`src/rtl/csa_resolve_cpa_pkg.sv`:
```
// -----------------------------------------------------------------------------
// csa_resolve_cpa_pkg
//   Shared definitions for the digit-serial carry-propagate resolver:
//   FSM state encoding and the chunk-counter width helper.
// -----------------------------------------------------------------------------
package csa_resolve_cpa_pkg;

    typedef enum logic [1:0] {
        ST_IDLE = 2'd0,
        ST_ADD  = 2'd1,
        ST_DONE = 2'd2
    } state_e;

    // Width of a counter that must hold 0..n-1; never narrower than one bit
    // so that the NCHUNK=1 configuration still has a legal counter.
    function automatic int cnt_width(input int n);
        return ($clog2(n) < 1) ? 1 : $clog2(n);
    endfunction

endpackage

```
`src/rtl/csa_resolve_cpa_cpa_chunk.sv`:
```
// -----------------------------------------------------------------------------
// full_adder / cpa_chunk
//   full_adder : single-bit full adder cell.
//     i_a, i_b, i_cin : addend bits and carry-in
//     o_s, o_cout     : sum bit and carry-out
//   cpa_chunk  : CHUNK-bit combinational ripple adder built from full_adder.
//     i_a, i_b [CHUNK] : addend chunks
//     i_cin            : carry into bit 0
//     o_s [CHUNK]      : chunk sum
//     o_cout           : carry out of the top bit
// -----------------------------------------------------------------------------
module full_adder (
    input  logic i_a,
    input  logic i_b,
    input  logic i_cin,
    output logic o_s,
    output logic o_cout
);
    assign o_s    = i_a ^ i_b ^ i_cin;
    assign o_cout = (i_a & i_b) | (i_cin & (i_a ^ i_b));
endmodule

module cpa_chunk #(
    parameter int CHUNK = 8
) (
    input  logic [CHUNK-1:0] i_a,
    input  logic [CHUNK-1:0] i_b,
    input  logic             i_cin,
    output logic [CHUNK-1:0] o_s,
    output logic             o_cout
);
    logic [CHUNK:0] carry;

    assign carry[0] = i_cin;

    for (genvar i = 0; i < CHUNK; i++) begin : g_bit
        full_adder u_fa (
            .i_a    (i_a[i]),
            .i_b    (i_b[i]),
            .i_cin  (carry[i]),
            .o_s    (o_s[i]),
            .o_cout (carry[i+1])
        );
    end

    assign o_cout = carry[CHUNK];
endmodule

```
`src/rtl/csa_resolve_cpa.sv`:
```
// -----------------------------------------------------------------------------
// csa_resolve_cpa
//   Resolves a redundant (carry, sum) pair from a carry-save reducer into a
//   binary result, CHUNK bits per cycle, with a registered inter-chunk carry.
//   The carry vector arrives already shifted; no internal alignment is done.
//
// Ports
//   i_clk   : clock, rising edge
//   i_rst   : asynchronous active-high reset
//   i_valid : input pair presented        o_ready : pair can be accepted (IDLE)
//   i_c     : carry vector [WIDTH]        i_s     : sum vector [WIDTH]
//   o_valid : result available (DONE)     i_ready : downstream takes result
//   o_sum   : (i_c + i_s) mod 2^WIDTH     o_cout  : bit WIDTH of i_c + i_s
// -----------------------------------------------------------------------------
module csa_resolve_cpa
    import csa_resolve_cpa_pkg::*;
#(
    parameter int WIDTH = 32,
    parameter int CHUNK = 8
) (
    input  logic             i_clk,
    input  logic             i_rst,
    input  logic             i_valid,
    output logic             o_ready,
    input  logic [WIDTH-1:0] i_c,
    input  logic [WIDTH-1:0] i_s,
    output logic             o_valid,
    input  logic             i_ready,
    output logic [WIDTH-1:0] o_sum,
    output logic             o_cout
);

    localparam int NCHUNK = WIDTH / CHUNK;
    localparam int CNT_W  = cnt_width(NCHUNK);
    localparam logic [CNT_W-1:0] CNT_LAST = CNT_W'(NCHUNK - 1);

    if ((WIDTH % CHUNK) != 0) begin : g_bad_chunk
        $error("csa_resolve_cpa: WIDTH must be a multiple of CHUNK");
    end

    state_e             state_q;
    logic [WIDTH-1:0]   a_q;        // carry operand, shifted right per chunk
    logic [WIDTH-1:0]   b_q;        // sum operand, shifted right per chunk
    logic [WIDTH-1:0]   acc_q;      // result built up from the MSB side
    logic [WIDTH-1:0]   sum_q;      // published result, only written on DONE entry
    logic               carry_q;    // inter-chunk carry
    logic               cout_q;
    logic [CNT_W-1:0]   cnt_q;

    logic [CHUNK-1:0]   chunk_s;
    logic               chunk_cout;
    logic [WIDTH-1:0]   acc_d;
    logic [WIDTH-1:0]   a_d;
    logic [WIDTH-1:0]   b_d;

    cpa_chunk #(
        .CHUNK (CHUNK)
    ) u_chunk (
        .i_a    (a_q[CHUNK-1:0]),
        .i_b    (b_q[CHUNK-1:0]),
        .i_cin  (carry_q),
        .o_s    (chunk_s),
        .o_cout (chunk_cout)
    );

    // After NCHUNK shifts the first chunk resolved sits in the LSBs. Shifting
    // the concatenation (rather than slicing acc_q) keeps CHUNK == WIDTH legal.
    always_comb begin
        acc_d = WIDTH'({chunk_s, acc_q} >> CHUNK);
        a_d   = a_q >> CHUNK;
        b_d   = b_q >> CHUNK;
    end

    // NOTE: every register here is assigned with <= so all of them sample the
    // pre-edge values; blocking assignments would let later statements see
    // already-updated state and silently change the shift/carry sequencing.
    always_ff @(posedge i_clk or posedge i_rst) begin
        if (i_rst) begin
            state_q <= ST_IDLE;
            a_q     <= '0;
            b_q     <= '0;
            acc_q   <= '0;
            sum_q   <= '0;
            carry_q <= 1'b0;
            cout_q  <= 1'b0;
            cnt_q   <= '0;
        end else begin
            unique case (state_q)
                ST_IDLE: begin
                    if (i_valid) begin
                        a_q     <= i_c;
                        b_q     <= i_s;
                        carry_q <= 1'b0;
                        cnt_q   <= '0;
                        state_q <= ST_ADD;
                    end
                end
                ST_ADD: begin
                    a_q     <= a_d;
                    b_q     <= b_d;
                    acc_q   <= acc_d;
                    carry_q <= chunk_cout;
                    cnt_q   <= cnt_q + 1'b1;
                    if (cnt_q == CNT_LAST) begin
                        sum_q   <= acc_d;
                        cout_q  <= chunk_cout;
                        state_q <= ST_DONE;
                    end
                end
                ST_DONE: begin
                    if (i_ready) begin
                        state_q <= ST_IDLE;
                    end
                end
                default: state_q <= ST_IDLE;
            endcase
        end
    end

    // Handshake flags decode state only, so neither i_valid nor i_ready has a
    // combinational path to any output.
    assign o_ready = (state_q == ST_IDLE);
    assign o_valid = (state_q == ST_DONE);
    assign o_sum   = sum_q;
    assign o_cout  = cout_q;

endmodule
```
`config.mk`:
```
export PLATFORM = sky130hd
export DESIGN_NAME = csa_resolve_cpa
export DESIGN_NICKNAME = d
export VERILOG_FILES = /design/src/rtl/csa_resolve_cpa_pkg.sv /design/src/rtl/csa_resolve_cpa_cpa_chunk.sv /design/src/rtl/csa_resolve_cpa.sv
export SDC_FILE = /design/constraint.sdc
export NUM_CORES = 1
export LEC_CHECK = 0
export ABC_AREA = 1
export ABC_CLOCK_PERIOD_IN_PS = 5100
export BUFFER_PORTS_ARGS = -buffer_cell sky130_fd_sc_hd__buf_2
export CAP_MARGIN = 10
export CORE_AREA = 4 4 114 105
export DETAILED_ROUTE_END_ITERATION = 16
export DIE_AREA = 0 0 118 109
export PLACE_DENSITY = 0.78
export RECOVER_POWER = 50
export SLEW_MARGIN = 10
export SYNTH_ARGS = -nofsm -noshare
export SYNTH_HDL_FRONTEND = slang
export SYNTH_HIERARCHICAL = 1
export SYNTH_SLANG_ARGS = --single-unit
```
`constraint.sdc`:
```
create_clock -name i_clk -period 5.1 [get_ports i_clk]
set_input_delay 0.765 -clock i_clk [delete_from_list [all_inputs] [get_ports i_clk]]
set_output_delay 0.765 -clock i_clk [all_outputs]
set_load 0.1 [all_outputs]
```
==> impl_metrics.toml, run 1 <==
[status]
status = "complete, but fails checks"
violations = "max-capacitance violations, max-slew violations"

[worst_hold_path]
hold_end = "o_sum[1]$_DFFE_PP0P_"
holdCritPathClass = "reg2reg"
min_path_cells = 2
hp-start = "o_sum[1]$_DFFE_PP0P_"

[cts]
tritoncts = "built"
post_cts_resized = 0
cts_buffers = 17
cts_sinks = 126
clockRootBuffer = "clkbuf_16"
clock_path_buffers = 2
clkLatencyLatePin_ns = 0.41
holdBufCountCts = 0
cts_htree_levels = 4
post_cts_buffers = 0
cts.clk_slew.worst_paths_ns = 0.06

[drt]
wl_um = 12900
postRouteAntennaNets = 0
drc = 0
viasPerCell = 5.06
routed-wl-met2_um = 6490
route.met3.wl_um = 673
drt_iter0_markers = 385
dr.pass1.iters = 5
maxUsedRoutingLayer = "met4"
wl_met1_um = 5580
routedWlPerCell_um = 13.7
vias = 4754

[timing]
max_slew_margin = -1.16
slew_violations = 91
rsz0062_at_grt = "false"
setup_violations = 0
timing.fmax_mhz = 246
fin_crit_sh = 0.795
totalNegativeSetupSlack_ns = 0
fin_ws_ns = 1.04
tightestPinTransition_ns = 3.24
finalHoldViolCount = 0
min_period_ns = 4.06
clock-skew-final_ns = 0.00713

[critical_path]
cp_num_buf_inv = 1
cp_common_cell = "fa_1"
cp_max_fo = 2
worstPathArrival_ns = 4.38
r2r_cells = 10
worstReg2RegStart = "a_q[0]$_DFFE_PP0P_"
worstSetupPathType = "reg2reg"
end_kind = "register"
crit_family = "adder cells"
r2r_slack_ns = 1.04
cp_cell_sequence = "fa_1 > fa_1 > fa_1 > fa_1 > fa_1 > fa_1 > fa_1 > fa_1 > inv_1 > o21ai_0"
startpoint_type = "register"
cpPeakStageDelay_ns = 0.50
cpMaxStageDelayCell = "fa_1"
cp.required_ns = 5.42
timing.rr.end = "acc_q[31]$_DFFE_PP0P_"

[synthesis]
syn_area_per_cell_sq_um = 8.23
synth-seq-area-share = 0.535
ys_ff_latch = 126
ys.warnings.count = 6
netlist_area_sq_um = 5900
yosysUniqueCellTypes = 20
syn_inst = 716
syn-num-nets = 793

[global_route]
antenna_found_initial = 0
grt_remaining_overflow = 0
grt_pass1_vias = 4769
grt_start_max_net_pins = 116
track_usage = 0.211
grt_first_pass_wirelength_um = 22000

[placement]
io_buffer_count = 102
dp_hpwl_um = 8090
place_ws_ns = 1.12
globalplace.congestion = 0.833

[floorplan]
die_w_um = 118
dieArea_sq_um = 12900
die_y_um = 109
initial_utilization = 0.550
io_pins = 103
core-area_sq_um = 10700
fp-row-count = 36

[run]
cap_viol_max_count = 1

[final_layout]
syn_to_final_growth_pct = 16.8
nets = 871
drive_above_1_share = 0.161
diodes = 0
[worst min-delay path: stages (launching register included)]
cell     delay (ns)
dfrtp_1        0.34
nand2_1        0.05
nand2_1        0.05
[how the worst max path moves through the flow]
stage                       start               endpoint  slack, ns  cells after the start
2_1_floorplan               i_rst     a_q[0]$_DFFE_PP0P_       0.98                      1
3_3_place_gp   a_q[0]$_DFFE_PP0P_  acc_q[31]$_DFFE_PP0P_       1.22                     10
3_5_place_dp   a_q[0]$_DFFE_PP0P_  acc_q[31]$_DFFE_PP0P_       1.12                     10
4_1_cts        a_q[0]$_DFFE_PP0P_  acc_q[31]$_DFFE_PP0P_       1.04                     10
5_1_grt                     i_rst    b_q[21]$_DFFE_PP0P_       0.52                      3
6_report       a_q[0]$_DFFE_PP0P_  acc_q[31]$_DFFE_PP0P_       1.04                     10
[metrics by stage]
step                      cells  utilization  hold slack [ns]  instance area (sq um)
after global routing        940        0.642            0.501                   6890
after detailed placement    908        0.588            0.457                   6310
after global placement      908        0.588            0.453                   6310
after floorplan             716            -            0.453                   5900
final                       940        0.642            0.472                   6890
after CTS                   940        0.645            0.471                   6910
[area by class of cell]
type                    count  area, sq um
inverters                 123          462
flip-flops and latches    126         3150
fillers                   938         3830
well taps                 133          166
clock inverters            14          168
multi-input cells         422         2000
repair buffers            104          502
clock buffers              18          439
[synth_stat cells]
| cell | instances | share of area |
|---|---|---|
| a21oi_2 | 1 | 0.0015 |
| buf_2 | 12 | 0.010 |
| buf_4 | 13 | 0.017 |
| buf_6 | 8 | 0.015 |
| clkbuf_1 | 12 | 0.0076 |
| dfrtp_1 | 126 | 0.53 |
| fa_1 | 8 | 0.027 |
| ha_1 | 1 | 0.0021 |
| inv_1 | 121 | 0.077 |
| inv_2 | 2 | 0.0013 |
| nand2_1 | 216 | 0.14 |
| nand2_2 | 3 | 0.0032 |
| nand3_1 | 123 | 0.10 |
| nor2_1 | 2 | 0.0013 |
| nor2_2 | 1 | 0.0011 |
| nor2_4 | 1 | 0.0019 |
| o21ai_0 | 54 | 0.046 |
| o21ai_1 | 10 | 0.0085 |
| o21ai_2 | 1 | 0.0015 |
| o31ai_1 | 1 | 0.0013 |
[metal layers]
| layer | track usage | vias to the layer above |
|---|---|---|
| met2 | 0.365 | 122 |
| met4 | 0.0577 | 0 |
| met3 | 0.0602 | 14 |
| li1 | - | 2354 |
| met5 | 0 | - |
| met1 | 0.265 | 2264 |
[cell families (layout without fill, tap and decap cells)]
| group | after synthesis | in the layout | synth area share |
|---|---|---|---|
| AND/OR/NAND/NOR | 346 | 346 | 0.249 |
| buffers and inverters | 168 | 259 | 0.128 |
| flip-flops | 126 | 126 | 0.535 |
| AO/OA/AOI/OAI | 67 | 67 | 0.0586 |
| adder cells (fa/ha/maj) | 9 | 9 | 0.0293 |
[sequential cells by signal (all words and copies together), names as in the netlist]
signal   flops
o_sum       32
b_q         32
acc_q       24
o_cout       1
carry_q      1
cnt_q        2
a_q         32
state_q      2
[cells in the final DEF (no fill, tap or decap), types with 2 or more instances in the layout]
cell        instances
inv_2               2
o21ai_0            54
clkinvlp_4          3
clkinv_4            3
buf_2              85
nor2_1              2
nand2_2             3
nand3_1           123
dfrtp_1           125
inv_1             121
o21ai_1            10
fa_1                8
clkbuf_16          17
bufinv_16           3
clkinv_2            4
clkbuf_1           17
nand2_1           215
Power of run 1 is left out: the tool's default activity adds up to more than one toggle a clock period on the data nets, which glitch-free logic cannot reach.
==> run 2, diff against run 1 <==
--- a/config.mk
+++ b/config.mk
@@ -6,7 +6,7 @@
 export NUM_CORES = 1
 export LEC_CHECK = 0
 export ABC_AREA = 1
-export ABC_CLOCK_PERIOD_IN_PS = 5100
+export ABC_CLOCK_PERIOD_IN_PS = 4200
 export BUFFER_PORTS_ARGS = -buffer_cell sky130_fd_sc_hd__buf_2
 export CAP_MARGIN = 10
 export CORE_AREA = 4 4 114 105
==> constraint.sdc (replaced) <==
create_clock -name i_clk -period 4.2 [get_ports i_clk]
set_input_delay 0.63 -clock i_clk [delete_from_list [all_inputs] [get_ports i_clk]]
set_output_delay 0.63 -clock i_clk [all_outputs]
set_load 0.1 [all_outputs]
==> run 2 against run 1 <==
Against the previous run: the run still ends with max-capacitance violations, max-slew violations left; non-clock buffer count rose by 4; sequential share of layout area down 0.27 points; critical path type unchanged; critical path depth did not move; first-iteration DRC count grew 11%; wire length decreased by 2.0%; clock skew about the same; final area is 0.60% higher; via count is 0.44% lower; register-to-register slack lost 0.82 ns; highest routed layer unchanged; global-route usage fell by 0.75 points.
==> impl_metrics.toml, run 2 (synthesis results as in run 1) <==
[status]
status = "complete, but fails checks"
violations = "max-capacitance violations, max-slew violations"

[cts]
holdBufCountCts = 0
tritoncts = "built"
post_cts_buffers = 0
post_cts_resized = 0
clockRootBuffer = "clkbuf_16"
cts.clk_slew.worst_paths_ns = 0.06
clock_path_buffers = 2
cts_buffers = 17
cts_sinks = 126
clkLatencyLatePin_ns = 0.41
cts_htree_levels = 4

[drt]
viasPerCell = 5.01
drt_iter0_markers = 429
drc = 0
vias = 4733
routedWlPerCell_um = 13.4
dr.pass1.iters = 5
wl_um = 12600
postRouteAntennaNets = 0

[placement]
io_buffer_count = 102
globalplace.congestion = 0.835
dp_hpwl_um = 8090
dp.cells = 912

[critical_path]
crit_path_end = "acc_q[31]$_DFFE_PP0P_"
cp-startpoint = "a_q[0]$_DFFE_PP0P_"
end_kind = "register"
cp.required_ns = 4.52
startpoint_type = "register"
worstReg2RegStart = "a_q[0]$_DFFE_PP0P_"
r2r_cells = 10
worstSetupPathType = "reg2reg"
cp_max_fo = 2
worstPathArrival_ns = 4.30
r2r_slack_ns = 0.22
timing.rr.end = "acc_q[31]$_DFFE_PP0P_"

[timing]
timing.fmax_mhz = 251
setup_violations = 0
finalHoldViolCount = 0
rsz0062_at_grt = "false"
max_slew_margin = -1.05
fin_crit_sh = 0.947
slew_violations = 85
min_period_ns = 3.98
tightestPinTransition_ns = 3.07
clock-skew-final_ns = 0.00737
totalNegativeSetupSlack_ns = 0

[floorplan]
io_pins = 103
die_w_um = 118
dieArea_sq_um = 12900
die_y_um = 109
initial_utilization = 0.550
fp-row-count = 36
core-area_sq_um = 10700

[run]
cap_viol_max_count = 1

[global_route]
grt_pass1_vias = 4645
antenna_found_initial = 0
grt_start_max_net_pins = 103
grt_remaining_overflow = 0
use_met1 = 0.246
met3_usage = 0.0508
grt_use_met2 = 0.366
grt_first_pass_wirelength_um = 21000
track_usage = 0.204
top_usage_layer = "met2"

[final_layout]
instances_no_fill = 944
final_cell_mix = "nand2_1 (215), dfrtp_1 (125), nand3_1 (123), inv_1 (121), buf_2 (85)"
drive_above_1_share = 0.165
nets = 875
syn_to_final_growth_pct = 17.5
diodes = 0
final_common_cell = "nand2_1"

[worst_hold_path]
holdCritPathClass = "in2reg"
==> run 2: cell count changes in the layout (fill, tap and decap cells not counted) <==
cell / before / now
bufinv_16: 3 / 4
clkinvlp_4: 3 / 2
clkbuf_8: 1 / 0
clkbuf_2: 1 / 2
clkinv_2: 4 / 5
buf_4: 1 / 4
==> run 2: through the flow <==
step,area [sq um],hold slack (ns),worst slack (ns),util
floorplan,5900,0.453,0.214,-
global placement,6340,0.452,0.308,0.591
detailed placement,6340,0.454,0.252,0.591
CTS,6960,0.390,0.224,0.649
global route,6930,0.389,0.0899,0.646
finish,6930,0.399,0.221,0.646
==> run 2: critical path, stage by stage, from the launching register on <==
cell and delay, ns:
dfrtp_1 0.40, fa_1 0.44, fa_1 0.41, fa_1 0.40, fa_1 0.40, fa_1 0.39, fa_1 0.39, fa_1 0.39
fa_1 0.48, inv_1 0.05, o21ai_0 0.15
==> run 2: how the worst min path moves through the flow <==
stage / cells after the start / startpoint / end
after detailed placement: 2 / o_sum[6]$_DFFE_PP0P_ / o_sum[6]$_DFFE_PP0P_
after global routing: 2 / i_ready / state_q[1]$_DFFE_PP0P_
after CTS: 2 / i_ready / state_q[1]$_DFFE_PP0P_
final: 2 / i_ready / state_q[1]$_DFFE_PP0P_
after global placement: 2 / o_sum[6]$_DFFE_PP0P_ / o_sum[6]$_DFFE_PP0P_
after floorplan: 2 / acc_q[16]$_DFFE_PP0P_ / acc_q[16]$_DFFE_PP0P_
==> run 2: cell type report <==
cell class | instances | area (sq um)
Multi-Input combinational cell | 422 | 2000
Fill cell | 937 | 3790
Clock buffer | 17 | 425
Tap cell | 133 | 166
Clock inverter | 15 | 195
Timing Repair Buffer | 108 | 529
Inverter | 123 | 462
Sequential cell | 126 | 3150
==> run 2: metal layers <==
metal	up-vias	routed length, um
met5	-	0
met4	0	127
met3	10	649
met2	128	6430
met1	2221	5430
li1	2374	-
Power of run 2 is left out for the same reason.
==> run 3, diff against run 2 <==
--- a/config.mk
+++ b/config.mk
@@ -9,10 +9,12 @@
 export ABC_CLOCK_PERIOD_IN_PS = 4200
 export BUFFER_PORTS_ARGS = -buffer_cell sky130_fd_sc_hd__buf_2
 export CAP_MARGIN = 10
-export CORE_AREA = 4 4 114 105
+export CELL_PAD_IN_SITES_DETAIL_PLACEMENT = 0
+export CELL_PAD_IN_SITES_GLOBAL_PLACEMENT = 1
+export CORE_AREA = 4 4 132 121
 export DETAILED_ROUTE_END_ITERATION = 16
-export DIE_AREA = 0 0 118 109
-export PLACE_DENSITY = 0.78
+export DIE_AREA = 0 0 136 125
+export PLACE_DENSITY_LB_ADDON = 0.1
 export RECOVER_POWER = 50
 export SLEW_MARGIN = 10
 export SYNTH_ARGS = -nofsm -noshare
==> constraint.sdc (replaced) <==
create_clock -name i_clk -period 4.2 [get_ports i_clk]
set_input_delay 0.21 -clock i_clk [delete_from_list [all_inputs] [get_ports i_clk]]
set_output_delay 0.21 -clock i_clk [all_outputs]
set_load 0.1 [all_outputs]
==> run 3 against run 2 <==
Against the previous run: the flow still finishes with violations (max-capacitance violations, max-slew violations); worst setup slack improved by 0.0057 ns; register-to-register slack barely moved; non-clock buffer count rose by 3; fmax rose by 0.14%; core utilization fell by 17 points; count of clock-buffer cells in the layout rose by 7; final area rose by 0.31%; final cell count rose by 7.0%; wire length rose by 6.1%; critical endpoint unchanged.
==> impl_metrics.toml, run 3 (synthesis results as in run 1) <==
[critical_path]
startpoint_type = "register"
cp_max_fo = 2
cpMaxStageDelayCell = "fa_1"
worstSetupPathType = "reg2reg"
end_kind = "register"
cp_cell_sequence = "fa_1 > fa_1 > fa_1 > fa_1 > fa_1 > fa_1 > fa_1 > fa_1 > inv_1 > o21ai_0"
cp_common_cell = "fa_1"
worstPathArrival_ns = 4.30
cp.required_ns = 4.53
cpPeakStageDelay_ns = 0.49

[timing]
max_slew_margin = -0.831
tightestPinTransition_ns = 2.73
timing.fmax_mhz = 252
min_period_ns = 3.97
fin_crit_sh = 0.946
rsz0062_at_grt = "false"
setup_violations = 0
totalNegativeSetupSlack_ns = 0
finalHoldViolCount = 0
slew_violations = 64
clock-skew-final_ns = 0.00758
whs_ns = 0.0295

[floorplan]
core-area_sq_um = 14600
io_pins = 103
fp-row-count = 42
dieArea_sq_um = 17000
die_y_um = 125
die_w_um = 136
initial_utilization = 0.405

[cts]
clkLatencyLatePin_ns = 0.41
cts_buffers = 17
clock_path_buffers = 2
cts_sinks = 126
cts_htree_levels = 4
post_cts_buffers = 0
cts.clk_slew.worst_paths_ns = 0.06
clockRootBuffer = "clkbuf_16"
tritoncts = "built"

[global_route]
grt_start_max_net_pins = 82
track_usage = 0.164
grt_remaining_overflow = 0
grt_first_pass_wirelength_um = 22300
grt_pass1_vias = 4640
antenna_found_initial = 0

[final_layout]
diodes = 0
nets = 878
final_common_cell = "nand2_1"
fin_util = 0.477
drive_above_1_share = 0.142
n_fill_cell = 1506
syn_to_final_growth_pct = 17.9
final_cell_mix = "nand2_1 (215), dfrtp_1 (125), nand3_1 (123), inv_1 (120), buf_2 (68)"

[placement]
dp_hpwl_um = 8740
globalplace.congestion = 0.758
io_buffer_count = 102

[status]
status = "complete, but fails checks"
violations = "max-capacitance violations, max-slew violations"

[drt]
wl_um = 13400
vias = 4696
postRouteAntennaNets = 0
routedWlPerCell_um = 13.3
drt_iter0_markers = 307
viasPerCell = 4.65
dr.pass1.iters = 4
drc = 0

[run]
cap_viol_max_count = 1

[worst_hold_path]
holdCritPathClass = "in2reg"
run 3: cell count changes in the layout (fill, tap and decap cells not counted), moves of 2 or more:
| cell | previous run | this run |
|---|---|---|
| buf_2 | 85 | 68 |
| bufinv_16 | 4 | 1 |
| clkbuf_1 | 17 | 36 |
| clkbuf_8 | 0 | 4 |
| clkinv_2 | 5 | 3 |
| clkinv_4 | 3 | 0 |
| dlygate4sd3_1 | 0 | 2 |
run 3: worst paths after layout:
check | startpoint | end | slack, ns | depth (start not counted)
max | a_q[0]$_DFFE_PP0P_ | acc_q[31]$_DFFE_PP0P_ | 0.23 | 10
max reg2reg | a_q[0]$_DFFE_PP0P_ | acc_q[31]$_DFFE_PP0P_ | 0.23 | 10
min reg2reg | o_sum[3]$_DFFE_PP0P_ | o_sum[3]$_DFFE_PP0P_ | 0.47 | 2
min | i_c[31] | a_q[31]$_DFFE_PP0P_ | 0.03 | 3
max in group asynchronous | i_rst | b_q[17]$_DFFE_PP0P_ | 1.33 | 4
min in group asynchronous | i_rst | o_sum[26]$_DFFE_PP0P_ | 1.11 | 3
run 3: final cells by class:
type                       count  area [sq um]  area share
inverter                     123           463      0.0666
sequential                   126          3150       0.454
multi-input combinational    422          2000       0.287
clock buffer                  24           492      0.0708
clock inverter                 6          60.1     0.00864
timing repair buffer         111           537      0.0772
tap                          198           248      0.0357
run 3: routing by layer:
layer | vias up | GRT usage | part of all wire
li1 | 2373 | - | -
met1 | 2223 | 0.223 | 0.48
met2 | 91 | 0.258 | 0.47
met3 | 9 | 0.0466 | 0.048
met4 | 0 | 0.0480 | 0.0081
met5 | - | 0 | 0
run 3: worst max-delay path, delay by kind of cell (launching register included):
kind	cells	cell delay, ns
AO/OA/AOI/OAI	1	0.15
buffers and inverters	1	0.05
flip-flops	1	0.40
adder cells (fa/ha/maj)	8	3.30
run 3: per-stage QoR:
stage                     setup WS (ns)  std cells  cell area [sq um]
final                             0.227       1010               6950
after global routing             0.0849       1010               6950
after CTS                         0.230       1010               7000
after detailed placement          0.240        978               6420
after global placement            0.289        978               6420
after floorplan                   0.388        716               5900
run 3: timing repair:
item / in CTS / in global routing
resized for setup: 0 / 0
hold buffers: 2 / 0
hold endpoints to repair: 62 / 0
Power of run 3 is left out for the same reason.
